**src/rtl/qtr_array.sv**
```systemverilog
// Multi-channel QTR RC reflectance sequencer: LED settle, charge, then parallel discharge timing.
// Optional QTR_AMBIENT_EN adds a second LED-off pass reported on amb_values.
module qtr_array #(
  parameter int NUM_CH        = 8,
  parameter int CLK_FREQUENCY = 60_000_000,
  parameter int TICK_US       = 10,
  parameter int VALUE_WIDTH   = 8,
  parameter int SETTLE_TICKS  = 2,
  parameter int CHARGE_TICKS  = 1
) (
  input  logic                            clk,
  input  logic                            reset,
  input  logic                            en,
  output logic [NUM_CH*VALUE_WIDTH-1:0]   values,
  output logic [NUM_CH-1:0]               timeout,
`ifdef QTR_AMBIENT_EN
  output logic [NUM_CH*VALUE_WIDTH-1:0]   amb_values,
`endif
  output logic                            valid,
  output logic                            busy,
  output logic [NUM_CH-1:0]               qtr_out_en,
  output logic [NUM_CH-1:0]               qtr_out_sig,
  input  logic [NUM_CH-1:0]               qtr_in_sig,
  output logic                            qtr_ctrl
);

  localparam int TICK_COUNT = CLK_FREQUENCY / 1_000_000 * TICK_US;
  localparam int PRE_W      = (TICK_COUNT > 1) ? $clog2(TICK_COUNT) : 1;
  localparam int PH_MAX     = (SETTLE_TICKS > CHARGE_TICKS) ? SETTLE_TICKS : CHARGE_TICKS;
  localparam int PH_W       = $clog2(PH_MAX + 1);
  localparam logic [VALUE_WIDTH-1:0] MAX_VAL = '1;

  typedef enum logic [2:0] {S_IDLE, S_SETTLE, S_CHARGE, S_TIME, S_DONE} state_t;

  state_t                          state_q, state_d;
  logic [PRE_W-1:0]                pre_q, pre_d;
  logic [PH_W-1:0]                 ph_q, ph_d;
  logic [VALUE_WIDTH-1:0]          cnt_q, cnt_d;
  logic [NUM_CH-1:0]               cap_q, cap_d;
  logic [NUM_CH*VALUE_WIDTH-1:0]   cval_q, cval_d;
  logic [NUM_CH*VALUE_WIDTH-1:0]   values_q, values_d;
  logic [NUM_CH-1:0]               timeout_q, timeout_d;
  logic [NUM_CH-1:0]               sync1_q, sync2_q;

  logic                            tick;
  logic                            led_on;
  logic [NUM_CH-1:0]               newcap;
  logic                            all_cap;
  logic [NUM_CH*VALUE_WIDTH-1:0]   fin_val;
  logic [NUM_CH-1:0]               fin_to;

`ifdef QTR_AMBIENT_EN
  logic                            pass_q, pass_d;
  logic [NUM_CH*VALUE_WIDTH-1:0]   on_val_q, on_val_d;
  logic [NUM_CH-1:0]               on_to_q, on_to_d;
  logic [NUM_CH*VALUE_WIDTH-1:0]   amb_q, amb_d;
  assign led_on     = ~pass_q;
  assign amb_values = amb_q;
`else
  assign led_on = 1'b1;
`endif

  assign tick    = (pre_q == PRE_W'(TICK_COUNT - 1));
  assign values  = values_q;
  assign timeout = timeout_q;

  // Per-channel result as it would stand if the pass ended on this clock.
  always_comb begin
    newcap  = ~sync2_q & ~cap_q;
    all_cap = &(cap_q | newcap);
    fin_val = '0;
    fin_to  = '0;
    for (int i = 0; i < NUM_CH; i++) begin
      if (cap_q[i])       fin_val[i*VALUE_WIDTH +: VALUE_WIDTH] = cval_q[i*VALUE_WIDTH +: VALUE_WIDTH];
      else if (newcap[i]) fin_val[i*VALUE_WIDTH +: VALUE_WIDTH] = cnt_q;
      else                fin_val[i*VALUE_WIDTH +: VALUE_WIDTH] = MAX_VAL;
      fin_to[i] = ~(cap_q[i] | newcap[i]);
    end
  end

  always_comb begin
    state_d     = state_q;
    ph_d        = ph_q;
    cnt_d       = cnt_q;
    cap_d       = cap_q;
    cval_d      = cval_q;
    values_d    = values_q;
    timeout_d   = timeout_q;
`ifdef QTR_AMBIENT_EN
    pass_d      = pass_q;
    on_val_d    = on_val_q;
    on_to_d     = on_to_q;
    amb_d       = amb_q;
`endif
    qtr_out_en  = '0;
    qtr_out_sig = '0;
    qtr_ctrl    = 1'b0;
    valid       = 1'b0;
    busy        = (state_q != S_IDLE);
    case (state_q)
      S_IDLE: begin
        ph_d = '0;
        if (en) state_d = S_SETTLE;
      end
      S_SETTLE: begin
        qtr_ctrl = 1'b1;
        if (tick) begin
          if (ph_q == PH_W'(SETTLE_TICKS - 1)) begin
            ph_d    = '0;
            state_d = S_CHARGE;
          end else begin
            ph_d = ph_q + PH_W'(1);
          end
        end
      end
      S_CHARGE: begin
        qtr_out_en  = '1;
        qtr_out_sig = '1;
        qtr_ctrl    = led_on;
        if (tick) begin
          if (ph_q == PH_W'(CHARGE_TICKS - 1)) begin
            ph_d    = '0;
            cnt_d   = '0;
            cap_d   = '0;
            state_d = S_TIME;
          end else begin
            ph_d = ph_q + PH_W'(1);
          end
        end
      end
      S_TIME: begin
        qtr_ctrl = led_on;
        if (tick && cnt_q != MAX_VAL) cnt_d = cnt_q + VALUE_WIDTH'(1);
        cap_d = cap_q | newcap;
        for (int i = 0; i < NUM_CH; i++)
          if (newcap[i]) cval_d[i*VALUE_WIDTH +: VALUE_WIDTH] = cnt_q;
        if (all_cap || cnt_q == MAX_VAL) begin
          ph_d = '0;
`ifdef QTR_AMBIENT_EN
          if (!pass_q) begin
            on_val_d = fin_val;
            on_to_d  = fin_to;
            pass_d   = 1'b1;
            state_d  = S_CHARGE;
          end else begin
            values_d  = on_val_q;
            timeout_d = on_to_q;
            amb_d     = fin_val;
            pass_d    = 1'b0;
            state_d   = S_DONE;
          end
`else
          values_d  = fin_val;
          timeout_d = fin_to;
          state_d   = S_DONE;
`endif
        end
      end
      S_DONE: begin
        valid   = 1'b1;
        state_d = S_IDLE;
      end
      default: state_d = S_IDLE;
    endcase
    // Prescaler restarts on every state entry so each phase begins on a tick boundary.
    if (state_d != state_q) pre_d = '0;
    else if (tick)          pre_d = '0;
    else                    pre_d = pre_q + PRE_W'(1);
  end

  always_ff @(posedge clk or negedge reset) begin
    if (!reset) begin
      state_q   <= S_IDLE;
      pre_q     <= '0;
      ph_q      <= '0;
      cnt_q     <= '0;
      cap_q     <= '0;
      cval_q    <= '0;
      values_q  <= '0;
      timeout_q <= '0;
      sync1_q   <= '0;
      sync2_q   <= '0;
`ifdef QTR_AMBIENT_EN
      pass_q    <= 1'b0;
      on_val_q  <= '0;
      on_to_q   <= '0;
      amb_q     <= '0;
`endif
    end else begin
      state_q   <= state_d;
      pre_q     <= pre_d;
      ph_q      <= ph_d;
      cnt_q     <= cnt_d;
      cap_q     <= cap_d;
      cval_q    <= cval_d;
      values_q  <= values_d;
      timeout_q <= timeout_d;
      sync1_q   <= qtr_in_sig;
      sync2_q   <= sync1_q;
`ifdef QTR_AMBIENT_EN
      pass_q    <= pass_d;
      on_val_q  <= on_val_d;
      on_to_q   <= on_to_d;
      amb_q     <= amb_d;
`endif
    end
  end

endmodule

```
**config.mk**
```make
export PLATFORM = sky130hd
export DESIGN_NAME = qtr_array
export DESIGN_NICKNAME = d
export VERILOG_FILES = /design/src/rtl/qtr_array.sv
export SDC_FILE = /design/constraint.sdc
export NUM_CORES = 1
export LEC_CHECK = 0
export ABC_AREA = 1
export CAP_MARGIN = 10
export CORE_AREA = 3 3 135 137
export DETAILED_ROUTE_END_ITERATION = 6
export DIE_AREA = 0 0 138 140
export PLACE_DENSITY_LB_ADDON = 0.25
export SYNTH_ARGS = -nofsm -noshare
export SYNTH_HDL_FRONTEND = slang
export SYNTH_SLANG_ARGS = --single-unit
```
**constraint.sdc**
```tcl
create_clock -name clk -period 3.7 [get_ports clk]
set_input_delay 0.37 -clock clk [delete_from_list [all_inputs] [get_ports clk]]
set_output_delay 0.37 -clock clk [all_outputs]
set_load 0.1 [all_outputs]
```
# ---- Word level (Yosys, flattened, before mapping)
# Cells that the tools add are included.
dict set report op_classes {
  bitwise 20
  muxes 39
  n_reduce_logical 21
  n_addsub 3
  eq_ne 14
}
# operator n
set ops {}
lappend ops {{two-way mux 8 bit} 20}
lappend ops {{case mux 8 bit (2 select lines)} 2}
lappend ops {{two-way mux 10 bit} 2}
lappend ops {{two-way mux 3 bit} 6}
lappend ops {{AND reduction 2 bit} 9}
lappend ops {{inverter 8 bit} 2}
lappend ops {{case mux 3 bit (4 select lines)} 1}
lappend ops {{adder 10 x 1 -> 10 bit, second input constant} 1}
lappend ops {{== test 10 bit, second input constant} 1}
lappend ops {{two-way mux 2 bit} 5}
lappend ops {{!= test 2 bit, second input constant} 5}
lappend ops {{adder 8 x 1 -> 8 bit, second input constant} 1}
lappend ops {{bitwise AND 8 bit} 1}
lappend ops {{== test 8 bit, second input constant} 1}
lappend ops {{!= test 8 bit, second input constant} 1}
lappend ops {{inverter 1 bit} 8}
lappend ops {{bitwise OR 1 bit} 8}
lappend ops {{bitwise OR 8 bit} 1}
lappend ops {{case mux 2 bit (4 select lines)} 1}
lappend ops {{AND reduction 4 bit} 2}
lappend ops {{AND reduction 8 bit} 1}
lappend ops {{== test 3 x 2 -> 1 bit, second input constant} 2}
lappend ops {{nonzero test 4 bit} 1}
lappend ops {{== test 3 x 1 -> 1 bit, second input constant} 1}
lappend ops {{13 further kinds} 14}
dict set report totals {
  regBits 183
  elab_cells 114
  in_bits 11
  out_inout_bits 91
}

# ---- Depth between registers and ports, before layout
dict set report logic_depth {
  ltp_word 9
  ltp_mapped 12
  mapped_depth_nobuf 12
}

# ---- Worst setup path before layout
# No wires, ideal clock.
dict set report synth_path {
  kind {reg-to-output}
  startpoint {register state_q[2]}
  endpoint {output port qtr_out_en[1]}
  t_required_ns 3.330
  setup_slack_ns 0.355
  n_path_buf 1
  stages_incl_launch_ff 5
  arrival_ns 2.975
  path_cell_list {dfrtp_1 > inv_2 > nand2_1 > nor2_1 > buf_4}
}
dict set report synth_between {
  elab_chain_len 2
}
# item line_no
set synth_rtl {}
lappend synth_rtl {{start: declaration} 35} ;# state_t state_q, state_d;
lappend synth_rtl {{start signal: assignment} 190} ;# state_q <= state_d;
lappend synth_rtl {{== test 3 x 2 -> 1 bit} 100} ;# case (state_q)
lappend synth_rtl {{two-way mux 8 bit} 100}
lappend synth_rtl {{end: declaration} 21} ;# output logic [NUM_CH-1:0] qtr_out_en,
# No other way between the ends.

# ---- Worst setup path after layout
dict set report layout_path {
  startpoint {register state_q[0]}
  endpoint {output port valid}
}
dict set report layout_between {
  elab_chain_len 2
}
# item line_no
set layout_rtl {}
lappend layout_rtl {{== test 3 bit} 100}
lappend layout_rtl {{two-way mux 1 bit} 100}
lappend layout_rtl {{end: declaration} 19} ;# output logic valid,
# No other way between the ends.

==> impl_results.md <==
- Sw Ratio: about a fifth
- Post-synth cell types: 30
- # Max-Cap Violations: 0
- Pint: 0.003303 W
- First DRT Iteration DRCs: 531
- Synth-to-layout area growth: 22.37%
- CTS max path bufs: 2
- Vias in the first global route: around 5700
- Power Total: 0.004181 W
- Largest net degree at the start of global routing: a little over 100
- Tightest Pin Transition: 1.154 ns
- Max frequency: 358.6 MHz
- Post-Place Cell Area: 0.008663 mm²
- Leading area contributor after synthesis: dfrtp_1
- Area contributors post-synth: dfrtp_1 60%, nand2_1 11%, o21ai_0 6.5%, o22ai_1 5.2%, o21ai_1 3.1%
- Async set-reset flop share out of synthesis: 100.0%
- Worst Hold Class: reg2reg
- Placed insts: 1100
- Synth Cell Area: roughly 0.0076 mm²
- Num Clock Sinks: 183
- Crit. End Element: output port
- Post-Layout Cell Count: roughly 1100
- Post-cts resize count: 0
- Die W: 138 µm
- Setup bufs post-CTS: 0
- Synth Register Bits: 183
- Comb pwr share: between 2 and 2.5%
- Top cells by count, synth: 217 x nand2_1, 183 x dfrtp_1, 99 x o21ai_0
- Post-Synthesis Cells: between 800 and 900
- Register share of total power: 48.2%
- Htree depth: 4
- Max stage delay on crit path: around 1.2 ns
- Crit-path cells: nor3_1 -> clkdlybuf4s50_1
- Crit Path Class: reg2out
- Clock share of power: 49.4%
- Most common cell in the netlist: nand2_1
- Worst-path clk slew: 0.07 ns
- I/O pin cnt: between 100 and 150
- CTS tree: done
- Initial antenna violation count: 0
- Sw power: roughly 0.0009 W
- NumNets Final: about 900
- Critical-path top delay cell: clkdlybuf4s50_1
- Rows: 48
- Main synth FF type: dfrtp_1
- Initial core utilization: 44.48%
- Finished Cell Area: between 0.009 and 0.01 mm²
- Total GRT Usage: 20.21%
- First-pass GRT wire length: 31180 µm
- Pwr dens: around 450 mW/mm²
- Final ANT Viol Nets: 0
- Final period utilization: 75.36%
- Residual DRC: 0
- Vias: 6074
- Proportion of netlist area held by the largest area contributor: 59.94%
- Setup Viol. Count Final: 0
- Sequential cell area fraction in the yosys report: 59.94%
- Core area: 0.01718 mm²
- GR Overflow Total: 0
- Gpl congestion: about 0.82
- Die Ht: roughly 140 µm
- Final Skew: 0.01312 ns
- Syn_nets: 834
- Status: finished, final reports clean
- Max-slew headroom: a little under a quarter
- DPL Wire Length: 12020 µm
- Syn. warnings: 0
- Max Slew Vio Count: 0
- Family with the most delay on the worst path: buffers and inverters
- RSZ-0062 raised after global routing: no
- Detailed-router iteration count before antenna repair: 5
- Final Hold Fails: 0
- Share of cells above drive strength 1: 8.921%
- WL final: 19210 µm
- CTS Root Cell: clkbuf_16
- DR WL/cell: 16.95 µm
- Static leakage: 4.194 nW
- TNS Setup: 0 ns
- Peak VDD IR: roughly 0.33 mV
- Die area: 0.01932 mm²
- Skew-Pair Late Insertion Delay: 0.43 ns
- Required @ worst endpoint: 3.33 ns
- Worst-path maximum fanout: 7
- Number of port buffers: 101
- CP arrival: 2.42 ns
- CP bufs+invs: 1
- Inserted Clock Buffers: 17
- Startpoint types: register
- EDFF count, synth: 0
- Vias per Instance: 5.361
- Final min period: ~2.8 ns
- ANT cells: 0
- Mean Syn Cell Area: 9.351 µm²
[area by class of cell]
cell class | count | area, µm²
Multi-Input combinational cell | 537 | 2572
Fill cell | 1574 | 7828
Tap cell | 225 | 281.5
Clock inverter | 12 | 209.0
Inverter | 46 | 172.7
Timing Repair Buffer | 110 | 1067
Sequential cell | 183 | 4579
Clock buffer | 20 | 466.7
[kinds of logic (layout without fill, tap and decap cells)]
logic type,Yosys count,after routing,synth area share [%]
DFF,183,183,59.94
adders and majority gates,6,6,0.9826
buffers and inverters,97,188,6.485
xor gates and xnor gates,4,4,0.4585
and+or+nand+nor,304,304,16.15
AOI/OAI and AO/OA,223,223,15.98
[cell usage in the layout (no fill, tap or decap), drive strengths merged]
cell type and n:
nand2 218, clkinv 2, o31ai 1, or2 1
o22ai 64, nand4 10, clkdlybuf4s50 84, ha 6
o21ai 150, bufinv 5, inv 51, dfrtp 183
nand3 20, nor2 44, nor3 8, xor2 4
nand3b 2, a22o 1, nor4 1, dlygate4sd3 1
buf 25, a21oi 7, clkbuf 20
[power groups by stage]
stage	sequential [W]	combinational, W	clock (W)
6_report	0.00201	0.000101	0.00207
5_1_grt	0.00201	0.000115	0.00219
4_1_cts	0.00201	0.000104	0.00210
3_5_place_dp	0.00205	0.000102	0
3_3_place_gp	0.00205	0.000103	0
2_1_floorplan	0.00205	0.0000318	0
[flip-flops by register name, summed over array words and instances (netlist names)]
name     cells
state_q      3
cnt_q        8
values      64
pre_q       10
cval_q      64
ph_q         2
cap_q        8
sync2_q      8
sync1_q      8
timeout      8
[routing by layer]
metal	GRT usage [%]	wire, µm	vias up
met4	5.096	270	0
li1	-	-	2909
met3	5.053	1355	21
met1	29.17	8763	2917
met5	0	0	-
met2	30.91	8818	227
[path summary, 6_finish.rpt]
kind,end,cells past startpoint,from,slack [ns]
hold / removal,sync2_q[4],0,sync1_q[4],0.35
setup / recovery,valid,2,state_q[0],0.91
max in group asynchronous,values[46],3,reset,2.32
setup reg to reg,timeout[2],8,cnt_q[5],1.13
hold reg to reg,sync2_q[4],0,sync1_q[4],0.35
min in group asynchronous,values[28],2,reset,0.51
[through the flow]
| step | hold slack, ns | setup WS [ns] | util (%) |
|---|---|---|---|
| after detailed placement | 0.3371 | 1.197 | 50.44 |
| final | 0.3491 | 0.9115 | 54.43 |
| after CTS | 0.3520 | 0.8917 | 54.43 |
| after floorplan | 0.07441 | 0.3547 | - |
| after global placement | 0.3344 | 1.224 | 50.44 |
| after global routing | 0.3537 | 0.7441 | 54.43 |
[what timing repair did]
item,in CTS,in global routing
hold endpoints to repair,66,0
hold buffers,1,0
setup endpoints to repair,0,0
(Power assumes the default switching activity.)
